--- config.mk ---
export PLATFORM = sky130hd
export DESIGN_NAME = cmp_arbiter_flat
export DESIGN_NICKNAME = d
export VERILOG_FILES = /design/src/rtl/cmp_arb_pkg.sv /design/src/rtl/cmp_arbiter_if.sv /design/src/rtl/cmp_arbiter_rr_arbiter.sv /design/src/rtl/cmp_arbiter.sv /design/src/flat_wrapper.sv
export SDC_FILE = /design/constraint.sdc
export NUM_CORES = 1
export LEC_CHECK = 0
export BUFFER_PORTS_ARGS = -buffer_cell sky130_fd_sc_hd__buf_2
export CAP_MARGIN = 20
export CORE_AREA = 3 3 80 82
export CTS_BUF_LIST = sky130_fd_sc_hd__clkbuf_16
export DETAILED_ROUTE_END_ITERATION = 7
export DIE_AREA = 0 0 83 85
export GPL_TIMING_DRIVEN = 0
export PLACE_DENSITY_LB_ADDON = 0.25
export SLEW_MARGIN = 30
export SYNTH_ARGS = -nofsm -noshare
export SYNTH_HDL_FRONTEND = slang
export SYNTH_SLANG_ARGS = --single-unit
--- constraint.sdc ---
create_clock -name clk -period 1.2 [get_ports clk]
set_input_delay 0.12 -clock clk [delete_from_list [all_inputs] [get_ports clk]]
set_output_delay 0.12 -clock clk [all_outputs]
set_load 0.05 [all_outputs]
--- src/rtl/cmp_arb_pkg.sv ---
// Shared types and constants for the branch-comparator arbiter.
package cmp_arb_pkg;

    localparam int CMP_XLEN = 32;
    localparam int PERF_W   = 16;

    typedef enum logic {S_IDLE, S_RESP} cmp_arb_state_e;

    typedef struct packed {
        logic [CMP_XLEN-1:0] rs1;
        logic [CMP_XLEN-1:0] rs2;
        logic                un;
    } cmp_req_t;

    // Index width for an N-way selector; a single requester still needs one bit.
    function automatic int idx_w(input int n);
        return (n > 1) ? $clog2(n) : 1;
    endfunction

endpackage

--- src/rtl/cmp_arbiter_if.sv ---
// Requester/response bus between compare requesters and cmp_arbiter.
interface cmp_arbiter_if #(
    parameter int NREQ = 2,
    parameter int XLEN = cmp_arb_pkg::CMP_XLEN
);

    logic [NREQ-1:0]      req_valid;
    logic [NREQ-1:0]      req_ready;
    logic [NREQ*XLEN-1:0] req_rs1;
    logic [NREQ*XLEN-1:0] req_rs2;
    logic [NREQ-1:0]      req_un;
    logic [NREQ-1:0]      rsp_valid;
    logic [NREQ-1:0]      rsp_ready;
    logic                 rsp_eq;
    logic                 rsp_lt;

    modport master (
        output req_valid, req_rs1, req_rs2, req_un, rsp_ready,
        input  req_ready, rsp_valid, rsp_eq, rsp_lt
    );

    modport slave (
        input  req_valid, req_rs1, req_rs2, req_un, rsp_ready,
        output req_ready, rsp_valid, rsp_eq, rsp_lt
    );

endinterface

--- src/rtl/cmp_arbiter_rr_arbiter.sv ---
// Combinational round-robin picker: first set request after ptr, wrapping modulo NREQ.
module rr_arbiter
    import cmp_arb_pkg::*;
#(
    parameter  int NREQ = 2,
    localparam int IW   = idx_w(NREQ)
) (
    input  logic [NREQ-1:0] req,
    input  logic [IW-1:0]   ptr,
    output logic [NREQ-1:0] grant_oh,
    output logic [IW-1:0]   grant_idx,
    output logic            grant_any
);

    int          cand;
    logic [IW-1:0] cidx;

    // NOTE: every output gets a default before the search so no path leaves a latch.
    always_comb begin
        grant_oh  = '0;
        grant_idx = '0;
        grant_any = 1'b0;
        cand      = 0;
        cidx      = '0;
        for (int i = 1; i <= NREQ; i++) begin
            cand = (int'(ptr) + i) % NREQ;
            cidx = IW'(cand);
            if (!grant_any && req[cidx]) begin
                grant_any      = 1'b1;
                grant_idx      = cidx;
                grant_oh[cidx] = 1'b1;
            end
        end
    end

endmodule

--- src/rtl/cmp_arbiter.sv ---
// Round-robin sharing of one branch comparator among NREQ requesters, registered flags.
// Optional CMP_ARB_PERF_EN adds a saturating conflict counter on perf_conflict_cnt.
module cmp_arbiter
    import cmp_arb_pkg::*;
#(
    parameter int NREQ = 2,
    parameter int XLEN = CMP_XLEN
) (
    input  logic            clk,
    input  logic            rst_n,
    cmp_arbiter_if.slave    bus,
    output logic [XLEN-1:0] cmp_rs1,
    output logic [XLEN-1:0] cmp_rs2,
    output logic            cmp_un,
    input  logic            cmp_eq,
    input  logic            cmp_lt
`ifdef CMP_ARB_PERF_EN
    ,
    output logic [PERF_W-1:0] perf_conflict_cnt
`endif
);

    localparam int IW = idx_w(NREQ);

    cmp_arb_state_e  state_q, state_d;
    logic [IW-1:0]   owner_q, ptr_q, grant_idx;
    logic [NREQ-1:0] arb_req, grant_oh, rsp_valid_vec;
    logic            grant_any, owner_done, accept_window;
    logic            rsp_eq_q, rsp_lt_q;

    // A new compare may enter while the owner drains its result in the same cycle.
    assign owner_done    = (state_q == S_RESP) && bus.rsp_ready[owner_q];
    assign accept_window = (state_q == S_IDLE) || owner_done;
    assign arb_req       = accept_window ? bus.req_valid : '0;

    rr_arbiter #(.NREQ(NREQ)) u_rr (
        .req       (arb_req),
        .ptr       (ptr_q),
        .grant_oh  (grant_oh),
        .grant_idx (grant_idx),
        .grant_any (grant_any)
    );

    assign bus.req_ready = grant_oh;

    always_comb begin
        cmp_rs1 = '0;
        cmp_rs2 = '0;
        cmp_un  = 1'b0;
        if (grant_any) begin
            cmp_rs1 = bus.req_rs1[int'(grant_idx)*XLEN +: XLEN];
            cmp_rs2 = bus.req_rs2[int'(grant_idx)*XLEN +: XLEN];
            cmp_un  = bus.req_un[grant_idx];
        end
    end

    always_comb begin
        state_d = state_q;
        if (grant_any) begin
            state_d = S_RESP;
        end else if (owner_done) begin
            state_d = S_IDLE;
        end
    end

    always_comb begin
        rsp_valid_vec = '0;
        if (state_q == S_RESP) begin
            rsp_valid_vec[owner_q] = 1'b1;
        end
    end

    assign bus.rsp_valid = rsp_valid_vec;
    assign bus.rsp_eq    = rsp_eq_q;
    assign bus.rsp_lt    = rsp_lt_q;

    // NOTE: sequential state uses non-blocking assignments so every register samples pre-edge values.
    always_ff @(posedge clk or negedge rst_n) begin
        if (!rst_n) begin
            state_q  <= S_IDLE;
            owner_q  <= '0;
            ptr_q    <= IW'(NREQ - 1);
            rsp_eq_q <= 1'b0;
            rsp_lt_q <= 1'b0;
        end else begin
            state_q <= state_d;
            if (grant_any) begin
                owner_q  <= grant_idx;
                ptr_q    <= grant_idx;
                rsp_eq_q <= cmp_eq;
                // Equal operands always win over less-than, even from a glitchy comparator.
                rsp_lt_q <= cmp_lt & ~cmp_eq;
            end
        end
    end

`ifdef CMP_ARB_PERF_EN
    logic conflict;

    assign conflict = accept_window && ($countones(bus.req_valid) > 1);

    always_ff @(posedge clk or negedge rst_n) begin
        if (!rst_n) begin
            perf_conflict_cnt <= '0;
        end else if (conflict && (perf_conflict_cnt != {PERF_W{1'b1}})) begin
            perf_conflict_cnt <= perf_conflict_cnt + 1'b1;
        end
    end
`endif

endmodule

--- src/flat_wrapper.sv ---
// flat-port wrapper written by rule: the top's interface ports become plain ports
module cmp_arbiter_flat import cmp_arb_pkg::*;
#(
    parameter int NREQ = 2,
    parameter int XLEN = CMP_XLEN
)
  (clk, rst_n, cmp_rs1, cmp_rs2, cmp_un, cmp_eq, cmp_lt, bus_req_valid, bus_req_rs1, bus_req_rs2, bus_req_un, bus_rsp_ready, bus_req_ready, bus_rsp_valid, bus_rsp_eq, bus_rsp_lt);
  cmp_arbiter_if #(.NREQ(NREQ), .XLEN(XLEN)) bus_i ();
  input  logic clk;
  input  logic rst_n;
  output logic [XLEN-1:0] cmp_rs1;
  output logic [XLEN-1:0] cmp_rs2;
  output logic cmp_un;
  input  logic cmp_eq;
  input  logic cmp_lt;
  input wire logic [$bits(bus_i.req_valid)-1:0] bus_req_valid;
  input wire logic [$bits(bus_i.req_rs1)-1:0] bus_req_rs1;
  input wire logic [$bits(bus_i.req_rs2)-1:0] bus_req_rs2;
  input wire logic [$bits(bus_i.req_un)-1:0] bus_req_un;
  input wire logic [$bits(bus_i.rsp_ready)-1:0] bus_rsp_ready;
  output wire logic [$bits(bus_i.req_ready)-1:0] bus_req_ready;
  output wire logic [$bits(bus_i.rsp_valid)-1:0] bus_rsp_valid;
  output wire logic [$bits(bus_i.rsp_eq)-1:0] bus_rsp_eq;
  output wire logic [$bits(bus_i.rsp_lt)-1:0] bus_rsp_lt;
  assign bus_i.req_valid = bus_req_valid;
  assign bus_i.req_rs1 = bus_req_rs1;
  assign bus_i.req_rs2 = bus_req_rs2;
  assign bus_i.req_un = bus_req_un;
  assign bus_i.rsp_ready = bus_rsp_ready;
  assign bus_req_ready = bus_i.req_ready;
  assign bus_rsp_valid = bus_i.rsp_valid;
  assign bus_rsp_eq = bus_i.rsp_eq;
  assign bus_rsp_lt = bus_i.rsp_lt;
  cmp_arbiter #(.NREQ(NREQ), .XLEN(XLEN)) u_core (.clk(clk), .rst_n(rst_n), .bus(bus_i), .cmp_rs1(cmp_rs1), .cmp_rs2(cmp_rs2), .cmp_un(cmp_un), .cmp_eq(cmp_eq), .cmp_lt(cmp_lt));
endmodule
==> out/qor.csv, run 1 <==
stage,metric,value,unit
power_and_ir_drop,combinational share of power,0.862,
route,Detail Route Antenna Nets,0,
sta,Final min period,1.81,ns
power_and_ir_drop,switching pwr,0.00325,W
placed_design,dpl cells,527,
worst_setup_path,crit-path most repeated cell,buf_6,
cells_and_area,Layout area overhead,181,%
sta,# setup viols final,70,
power_and_ir_drop,sequential power share,0.047,
power_and_ir_drop,VDD IR max,1.22,mV
power_and_ir_drop,Final Power,0.00607,W
worst_setup_path,CP Capture Type,primary output,
cells_and_area,share of layout cells above drive strength 1,0.723,
worst_setup_path,data required time of the critical path,1.08,ns
sta,final hold vios,0,
cells_and_area,layout net count,615,
synth,post-synth top area share,0.330,
power_and_ir_drop,Leak,1.92,nW
floorplan,die area,0.00706,sq mm
worst_setup_path,Max stage delay on crit path,0.43,ns
route,WL per Instance,14.1,microns
floorplan,Site Rows,28,
grt,vias in the first global route,2671,
cells_and_area,count of non-filler cells in the finished layout,551,
clock_tree,clock buffer depth,2,
grt,initial antenna violation count,0,
placed_design,Setup WS pre-CTS,-0.574,ns
clock_tree,clk root buf,clkbuf_16,
route,DRC,0,
clock_tree,CTS tree,yes,
sta,Final period util,1.51,
synth,sequential share of the synthesized area,0.0849,
placed_design,GP Congestion,0.863,
sta,Slew HR,0.826,
synth,Yosys Warn Count,0,
worst_hold_path,worst min path class,in2reg,
outcome,status,"finished, violations left",
worst_setup_path,Worst path slowest cell,dfrtp_2,
clock_tree,clock-pin slew on the worst setup and hold paths,0.03,ns
synth,Synth area leader,nand2_1,
power_and_ir_drop,P_int,0.00283,W
grt,first-pass GRT wire length,12.3,mm
worst_setup_path,critical path type,reg2out,
floorplan,Core Area,0.00582,sq mm
worst_setup_path,Worst EP arrival,1.69,ns
placed_design,port buffer count,208,
cells_and_area,FILL cells,445,
clock_tree,TritonCTS Sinks,5,
synth,Yosys cell types,23,
power_and_ir_drop,pwr/cell area,1450,mW/mm^2
route,Detailed Routing Iterations Pass 1,4,
worst_setup_path,CP Cell Sequence,mux2i_4 -> o2bb2ai_4 -> buf_6 -> buf_16 -> buf_8 -> a21oi_4 -> buf_6,
synth,#FFs+latches synth,5,
synth,synthesized area,0.00149,sq mm
outcome,failing checks,negative setup slack,
floorplan,Die Ht,85,microns
floorplan,I/O Pins,209,
route,vias per std cell,4.66,
cells_and_area,"Core Util, Final",0.720,
sta,Worst Max-Slew Pin Slew,0.263,ns
synth,Mapped Cells,244,
sta,RSZ-0062 raised after global routing,yes,
placed_design,detailed placement HPWL,5.76,mm
route,via count,2568,
cells_and_area,# diodes,0,
route,Post-Route WL,7.78,mm
worst_setup_path,Startpoint Class,register,
floorplan,Initial Util,0.256,
route,drt initial violations,24,
synth,top post-synthesis cells by area,"nand2_1 (33%), a21oi_2 (29%), buf_12 (8.1%)",
sta,fmax,551,MHz
grt,grt ovf,0,
synth,syn_nets,382,
power_and_ir_drop,Switching Share,0.534,
grt,GRT Overall Usage,0.205,
clock_tree,total CTS buffers,3,
worst_setup_path,worst-path fanout max,4,
grt,largest net degree at the start of global routing,11,
floorplan,width of the chip,83,microns
sta,clk_skew,0.00212,ns
sta,Final Max Slew Viols,0,
clock_tree,worst-skew pair later-pin latency,0.23,ns
sta,worst setup margin,-0.614,ns
flow_run,number of max-cap violations,0,
clock_tree,H-tree levels,1,
power_and_ir_drop,clock power share,0.090,
synth,Mean Syn Cell Area,6.10,sq um
## synth_stat cells
master       n
dfstp_2      1
and3_1       1
mux2i_2      1
a2bb2oi_1    1
nor2_1       2
inv_1        2
buf_2        8
a21oi_2     50
mux2_2       2
nand2b_1     2
or2_2        1
nand2_1    131
a311o_1      1
buf_12       6
o2bb2ai_2    1
a21bo_2      1
nor2b_1      2
a21boi_2     1
o21ai_0      2
buf_4        2
clkbuf_1     5
dfrtp_1      4
a21oi_1     17
## power groups by stage
stage	registers (W)	clock network [W]	logic [W]
6_report	0.000288	0.000548	0.00524
5_1_grt	0.000294	0.000564	0.00549
4_1_cts	0.000281	0.000547	0.00503
3_5_place_dp	0.000278	0	0.00401
3_3_place_gp	0.000273	0	0.00397
2_1_floorplan	0.000325	0	0.00315
## cells in the final DEF (no fill, tap or decap), types with 2 or more instances in the layout
| cell | count |
|---|---|
| o21ai_0 | 2 |
| nand2_2 | 12 |
| buf_2 | 141 |
| a21oi_4 | 64 |
| mux2_4 | 2 |
| buf_6 | 76 |
| buf_12 | 3 |
| buf_16 | 8 |
| buf_4 | 8 |
| nor2_4 | 2 |
| dfrtp_1 | 2 |
| nor2b_1 | 2 |
| buf_8 | 9 |
| nand2_1 | 119 |
| a21oi_2 | 2 |
| nand2b_1 | 2 |
| dfrtp_2 | 2 |
| clkbuf_16 | 4 |
## routing by layer
| metal | part of all wire | wire length [microns] | vias to the layer above | global-route usage |
|---|---|---|---|---|
| met1 | 0.36 | 2820 | 1179 | 0.221 |
| met4 | 0.0084 | 65 | 0 | 0.0357 |
| met3 | 0.072 | 561 | 9 | 0.0427 |
| met5 | 0 | 0 | - | 0 |
| li1 | - | - | 1259 | - |
| met2 | 0.56 | 4330 | 121 | 0.410 |
## kinds of logic (layout without fill, tap and decap cells)
logic type	Yosys count	after routing	synth area share
DFF	5	5	0.0849
buffers and inverters	23	255	0.135
and+or+nand+nor	139	139	0.361
AOI/OAI and AO/OA	74	74	0.395
muxes	3	3	0.0244
## path summary, 6_finish.rpt
path | slack (ns) | start | to | cells past startpoint
worst max-delay path | -0.61 | u_core.owner_q | cmp_rs2[0] | 7
worst min-delay path | 0.15 | cmp_eq | u_core.bus.rsp_eq | 2
worst max register to register | -0.40 | u_core.owner_q | u_core.bus.rsp_eq | 6
worst min register to register | 0.51 | u_core.bus.rsp_eq | u_core.bus.rsp_eq | 1
max in group asynchronous | 0.73 | rst_n | u_core.ptr_q | 2
min in group asynchronous | 0.25 | rst_n | u_core.owner_q | 2
## sequential cells by signal, indices dropped and copies added, names as in the netlist
name and flops:
u_core.bus.rsp_lt 1, u_core.owner_q 1, u_core.ptr_q 1, u_core.bus.rsp_eq 1
u_core.state_q 1
## worst max-delay path: cells and delay by family (launching register included)
kind	cells	cell delay [ns]
mux	1	0.21
flops	1	0.43
buf+inv	4	0.57
compound gates	2	0.25
## per-stage QoR
| step | area, sq um | TNS, ns | hold slack (ns) |
|---|---|---|---|
| 2_1_floorplan | 2050 | -20.13 | -0.176 |
| 3_3_place_gp | 3180 | -34.70 | -0.0558 |
| 3_5_place_dp | 3180 | -35.45 | -0.0556 |
| 4_1_cts | 4020 | -36.96 | 0.159 |
| 5_1_grt | 4190 | -41.28 | 0.156 |
| 6_report | 4190 | -37.51 | 0.155 |
## layout make-up
type / instances / area, sq um / area share
Timing Repair Buffer: 229 / 1760 / 0.420
Clock inverter: 1 / 3.75 / 0.000896
Sequential cell: 5 / 129 / 0.0308
Tap cell: 75 / 93.8 / 0.0224
Buffer: 20 / 324 / 0.0774
Multi-Input combinational cell: 216 / 1790 / 0.427
Inverter: 2 / 12.5 / 0.00299
Clock buffer: 3 / 75.1 / 0.0179
## what timing repair did
item                       in CTS  in global routing
pin swaps                       5                  4
gates cloned                    3                  1
setup buffers                  12                  7
hold endpoints to repair        5                  0
gates resized for setup       176                 33
setup endpoints to repair      73                 73
hold buffers                    1                  0
Power figures use the tool's default switching activity.
==> run 2, diff against run 1 <==
- PLACE_DENSITY: not set -> 0.74
- PLACE_DENSITY_LB_ADDON: 0.25 -> not set
==> run 2 against run 1 <==
The run still ends with negative setup slack left. Utilization grew 0.22 points. Maximum frequency grew 1.5%. Power grew 0.65%. Sequential cell count is the same. Design area grew 0.30%. Clock skew shrank 0.0018 ns. Sequential power is essentially flat. Sequential share of layout area is essentially flat. Cell count grew 0.36%. Die area is the same. Register-to-register slack is essentially flat. Critical path type unchanged. Largest cell class unchanged. Highest routed layer unchanged.
==> out/qor.csv, run 2 (same netlist as run 1, synthesis figures left out) <==
stage,metric,value,unit,change
outcome,status,"finished, violations left",,
outcome,failing checks,negative setup slack,,
worst_setup_path,Max stage delay on crit path,0.40,ns,-0.03 ns
floorplan,Die Ht,85,microns,unchanged
cells_and_area,layout net count,617,,+0.33%
sta,Final min period,1.79,ns,-0.0268 ns
sta,hold slack,0.138,ns,-0.0164 ns
clock_tree,clk root buf,clkbuf_16,,
sta,worst setup margin,-0.588,ns,+0.0268 ns
flow_run,number of max-cap violations,0,,unchanged
clock_tree,CTS tree,yes,,
sta,Final Max Slew Viols,0,,unchanged
cells_and_area,share of layout cells above drive strength 1,0.766,,+0.0430
route,Detail Route Antenna Nets,0,,unchanged
grt,vias in the first global route,2649,,-0.82%
floorplan,die area,0.00706,sq mm,unchanged
power_and_ir_drop,pwr/cell area,1460,mW/mm^2,+0.35%
placed_design,detailed placement HPWL,5.75,mm,-0.13%
floorplan,width of the chip,83,microns,unchanged
worst_hold_path,worst min path class,in2reg,,
worst_setup_path,R2R Setup Slk,-0.39,ns,about the same
floorplan,Site Rows,28,,unchanged
sta,RSZ-0062 raised after global routing,yes,,
placed_design,Placed Area,0.00318,sq mm,unchanged
sta,Slew HR,0.834,,+0.00821
clock_tree,total CTS buffers,3,,unchanged
route,WL per Instance,15.2,microns,+7.4%
worst_hold_path,Worst Hold Depth,2,,unchanged
route,vias per std cell,4.70,,+0.76%
route,drt initial violations,42,,+75%
worst_setup_path,data required time of the critical path,1.08,ns,about the same
grt,grt ovf,0,,unchanged
worst_setup_path,Worst EP arrival,1.67,ns,-0.02 ns
worst_setup_path,R2R Path End,u_core.bus.rsp_eq,,
cells_and_area,"most common cell after layout, fill and taps aside",buf_2,,
clock_tree,clock-pin slew on the worst setup and hold paths,0.03,ns,about the same
floorplan,Core Area,0.00582,sq mm,unchanged
worst_setup_path,worst-path fanout max,10,,+6
power_and_ir_drop,Leak,1.94,nW,+0.81%
cells_and_area,# diodes,0,,unchanged
clock_tree,TritonCTS Sinks,5,,unchanged
route,Post-Route WL,8.38,mm,+7.8%
power_and_ir_drop,Final Power,0.00611,W,+0.65%
worst_setup_path,critical path type,reg2out,,
worst_setup_path,Startpoint Class,register,,
clock_tree,clock buffer depth,2,,unchanged
sta,final hold vios,0,,unchanged
worst_hold_path,hold path start,cmp_eq,,
grt,initial antenna violation count,0,,unchanged
floorplan,Initial Util,0.256,,unchanged
placed_design,port buffer count,208,,unchanged
route,via count,2597,,+1.1%
worst_setup_path,crit-path most repeated cell,buf_12,,
sta,fmax,559,MHz,+1.5%
worst_setup_path,cells on worst reg2reg path,6,,unchanged
route,DRC,0,,unchanged
power_and_ir_drop,VDD IR max,1.22,mV,-0.28%
worst_setup_path,CP Cell Sequence,mux2i_4 -> o2bb2ai_4 -> buf_12 -> buf_12 -> a21oi_4 -> buf_4,,
worst_setup_path,Worst path slowest cell,dfrtp_1,,
worst_setup_path,WP buf/inv,3,,-1
worst_hold_path,hold worst-path end,u_core.bus.rsp_eq,,
cells_and_area,"Design Area, Final",0.00420,sq mm,+0.30%
placed_design,Setup WS pre-CTS,-0.581,ns,-0.00696 ns
cells_and_area,most frequent cells in the layout,"buf_2 (141), nand2_1 (98), a21oi_4 (63), buf_6 (59), nand2_2 (32)",,
clock_tree,worst-skew pair later-pin latency,0.23,ns,about the same
worst_setup_path,startpoint of the worst-slack reg-to-reg timing path,u_core.owner_q,,
sta,Worst Max-Slew Pin Slew,0.250,ns,-0.0124 ns
grt,largest net degree at the start of global routing,11,,unchanged
grt,GRT Overall Usage,0.214,,+0.00970
sta,# setup viols final,72,,+2.9%
sta,Final period util,1.49,,-0.0223
worst_setup_path,CP Capture Type,primary output,,
route,Detailed Routing Iterations Pass 1,4,,unchanged
worst_setup_path,"Largest delay share family, worst path",buffers and inverters,,
floorplan,I/O Pins,209,,unchanged
grt,first-pass GRT wire length,12.5,mm,+1.9%
placed_design,GP Congestion,0.885,,+2.6%
sta,clk_skew,0.000283,ns,-0.00184 ns
clock_tree,H-tree levels,1,,unchanged
cells_and_area,Layout area overhead,182,%,
-- run 2: changes by cell type in the layout (fill, tap and decap cells not counted), sizes merged --
| cell | delta |
|---|---|
| buf | -2 |
| clkbuf | +3 |
| bufbuf | +1 |
-- run 2: how the worst max path moves through the flow --
stage                   start     endpoint  slack, ns  cells past startpoint
5_1_grt          u_core.ptr_q  cmp_rs1[19]      -0.64                      6
6_report       u_core.owner_q  cmp_rs2[21]      -0.59                      6
3_5_place_dp     u_core.ptr_q  cmp_rs1[10]      -0.58                      6
2_1_floorplan  u_core.owner_q   cmp_rs1[0]      -0.31                      5
3_3_place_gp     u_core.ptr_q  cmp_rs1[10]      -0.58                      6
4_1_cts        u_core.owner_q  cmp_rs2[17]      -0.59                      6
-- run 2: report_power, final --
group | total, W | switching [W] | leakage (nW) | internal [W]
combinational | 0.00527 | 0.00311 | 1.84 | 0.00216
clock | 0.000559 | 0.000126 | 0.0423 | 0.000433
sequential | 0.000286 | 0.0000559 | 0.0565 | 0.000230
total | 0.00611 | 0.00329 | 1.94 | 0.00282
-- run 2: layer usage --
metal	track usage	up-vias	share of wire
li1	-	1268	-
met2	0.430	104	0.56
met5	0	-	0
met3	0.0340	11	0.051
met4	0.0579	0	0.015
met1	0.229	1214	0.37
-- run 2: repair_timing --
item,4_1_cts,5_1_grt
setup buffers,11,4
pin swaps,3,3
cloned,4,3
hold buffers,1,0
endpoints found under the setup margin,73,74
gates resized for setup,164,46
endpoints found under the hold margin,5,0
-- run 2: cell type report --
type                    count  area [sq um]
inverters                   2          7.51
multi-input cells         216          1840
clock inverters             1          3.75
repair buffers            230          1760
plain buffers              21           293
flip-flops and latches      5           128
fillers                   417          1610
clock buffers               3          75.1
well taps                  75          93.8
-- run 2: stage by stage --
stage / instances / utilization / TNS, ns
after CTS: 547 / 0.681 / -37.60
after global routing: 553 / 0.722 / -41.33
after floorplan: 244 / - / -20.13
after global placement: 527 / 0.547 / -35.10
after detailed placement: 527 / 0.547 / -35.62
final: 553 / 0.722 / -37.62
==> run 3, diff against run 2 <==
- CORE_AREA: 3 3 80 82 -> not set
- CORE_MARGIN: not set -> 10
- CORE_UTILIZATION: not set -> 28
- CTS_BUF_LIST: sky130_fd_sc_hd__clkbuf_16 -> not set
- DIE_AREA: 0 0 83 85 -> not set
- PLACE_DENSITY: 0.74 -> 0.8
==> run 3 against run 2 <==
The run still ends with negative setup slack left. Power decreased by 2.7%. Worst hold slack better by 0.021 ns. Routed wire length grew 32%. Critical endpoint is now cmp_rs1[27].
==> out/qor.csv, run 3 (same netlist as run 1, synthesis figures left out) <==
stage,metric,value,unit,change
outcome,status,"finished, violations left",,
outcome,failing checks,negative setup slack,,
worst_setup_path,worst-path fanout max,10,,unchanged
sta,clk_skew,0.00242,ns,+0.00213 ns
cells_and_area,most frequent cells in the layout,"buf_2 (139), nand2_1 (117), a21oi_4 (66), buf_6 (49), buf_4 (24)",,
clock_tree,H-tree levels,1,,unchanged
placed_design,GP Congestion,0.855,,-3.4%
placed_design,dpl cells,522,,-0.95%
cells_and_area,layout net count,616,,-0.16%
placed_design,port buffer count,208,,unchanged
grt,GRT Overall Usage,0.202,,-0.0125
sta,# setup viols final,73,,+1.4%
route,vias per std cell,5.02,,+6.9%
floorplan,Die Ht,92.9,microns,+9.3%
placed_design,Placed Area,0.00318,sq mm,-0.20%
worst_setup_path,cells on worst reg2reg path,5,,-1
clock_tree,worst-skew pair later-pin latency,0.23,ns,about the same
power_and_ir_drop,Final Power,0.00595,W,-2.7%
cells_and_area,"Design Area, Final",0.00413,sq mm,-1.8%
floorplan,I/O Pins,209,,unchanged
route,Detailed Routing Iterations Pass 1,5,,+1
flow_run,number of max-cap violations,0,,unchanged
worst_hold_path,Worst Hold Depth,2,,unchanged
cells_and_area,Layout area overhead,177,%,
floorplan,Core Area,0.00514,sq mm,-12%
sta,Worst Max-Slew Pin Slew,0.266,ns,+0.0160 ns
route,DRC,0,,unchanged
placed_design,Setup WS pre-CTS,-0.554,ns,+0.0270 ns
clock_tree,CTS tree,yes,,
worst_hold_path,worst min path class,in2reg,,
cells_and_area,"most common cell after layout, fill and taps aside",buf_2,,
clock_tree,TritonCTS Sinks,5,,unchanged
floorplan,width of the chip,92.9,microns,+12%
sta,Slew HR,0.824,,-0.0106
power_and_ir_drop,pwr/cell area,1440,mW/mm^2,-0.91%
route,via count,2747,,+5.8%
floorplan,Site Rows,26,,-7.1%
clock_tree,clock buffer depth,2,,unchanged
clock_tree,clk root buf,clkbuf_8,,
clock_tree,clock-pin slew on the worst setup and hold paths,0.04,ns,about the same
worst_setup_path,data required time of the critical path,1.08,ns,about the same
sta,Final period util,1.55,,+0.0567
floorplan,die area,0.00863,sq mm,+22%
route,Post-Route WL,11.1,mm,+32%
sta,Final min period,1.86,ns,+0.0680 ns
power_and_ir_drop,VDD IR max,1.28,mV,+5.2%
route,WL per Instance,20.2,microns,+33%
cells_and_area,share of layout cells above drive strength 1,0.723,,-0.0424
sta,Final Max Slew Viols,0,,unchanged
sta,worst setup margin,-0.656,ns,-0.0680 ns
grt,first-pass GRT wire length,14.5,mm,+16%
route,Detail Route Antenna Nets,0,,unchanged
grt,largest net degree at the start of global routing,11,,unchanged
worst_setup_path,Startpoint Class,register,,
cells_and_area,"Core Util, Final",0.803,,+0.0801
grt,grt ovf,0,,unchanged
floorplan,Initial Util,0.290,,+0.0337
worst_setup_path,CP Capture Type,primary output,,
grt,initial antenna violation count,0,,unchanged
sta,fmax,539,MHz,-3.7%
cells_and_area,count of non-filler cells in the finished layout,547,,-1.1%
route,drt initial violations,75,,+79%
worst_setup_path,Worst EP arrival,1.74,ns,+0.07 ns
sta,final hold vios,0,,unchanged
power_and_ir_drop,Leak,1.90,nW,-2.0%
cells_and_area,# diodes,0,,unchanged
grt,vias in the first global route,2961,,+12%
clock_tree,total CTS buffers,3,,unchanged
sta,RSZ-0062 raised after global routing,yes,,
worst_setup_path,critical path type,reg2out,,
placed_design,detailed placement HPWL,7.26,mm,+26%
-- run 3: through the flow --
step	hold WS, ns	TNS [ns]
2_1_floorplan	-0.176	-20.13
3_3_place_gp	-0.0552	-34.98
3_5_place_dp	-0.0526	-35.14
4_1_cts	0.148	-37.08
5_1_grt	0.174	-43.46
6_report	0.159	-42.15
-- run 3: worst paths after layout --
path / start / end / slack, ns
min: cmp_eq / u_core.bus.rsp_eq / 0.16
max: u_core.owner_q / cmp_rs1[27] / -0.66
max reg2reg: u_core.owner_q / u_core.bus.rsp_eq / -0.37
max in group asynchronous: rst_n / u_core.ptr_q / 0.72
min in group asynchronous: rst_n / u_core.bus.rsp_lt / 0.26
min reg2reg: u_core.bus.rsp_lt / u_core.bus.rsp_lt / 0.52
-- run 3: where the power goes --
| group | switching [W] | internal (W) |
|---|---|---|
| combinational | 0.00320 | 0.00214 |
| sequential | 0.0000619 | 0.000230 |
| clock | 0.0000942 | 0.000229 |
-- run 3: per-layer routing --
metal	up-vias	track usage	wire (microns)
met4	0	0.0360	293
li1	1259	-	-
met5	-	0	0
met1	1297	0.187	3420
met3	26	0.0783	1120
met2	165	0.405	6230
-- run 3: repair_timing --
item                       in CTS  in global routing
pin swaps                       3                  5
gates cloned                    3                  2
hold endpoints to repair        5                  0
gates resized for setup       153                 48
hold buffers                    1                  0
buffers inserted               11                  6
setup endpoints to repair      72                 72
-- run 3: worst max-delay path: stages, from the launching register on --
cell       delay (ns)
dfrtp_1          0.43
mux2i_4          0.31
o2bb2ai_4        0.17
buf_12           0.18
buf_12           0.18
a21oi_4          0.04
buf_4            0.18
-- run 3: layout make-up --
cell class	instances	area (sq um)
plain buffers	21	294
well taps	70	87.6
repair buffers	229	1750
clock buffers	4	45.0
inverters	2	10.0
flip-flops and latches	5	128
fillers	315	1010
multi-input cells	216	1810
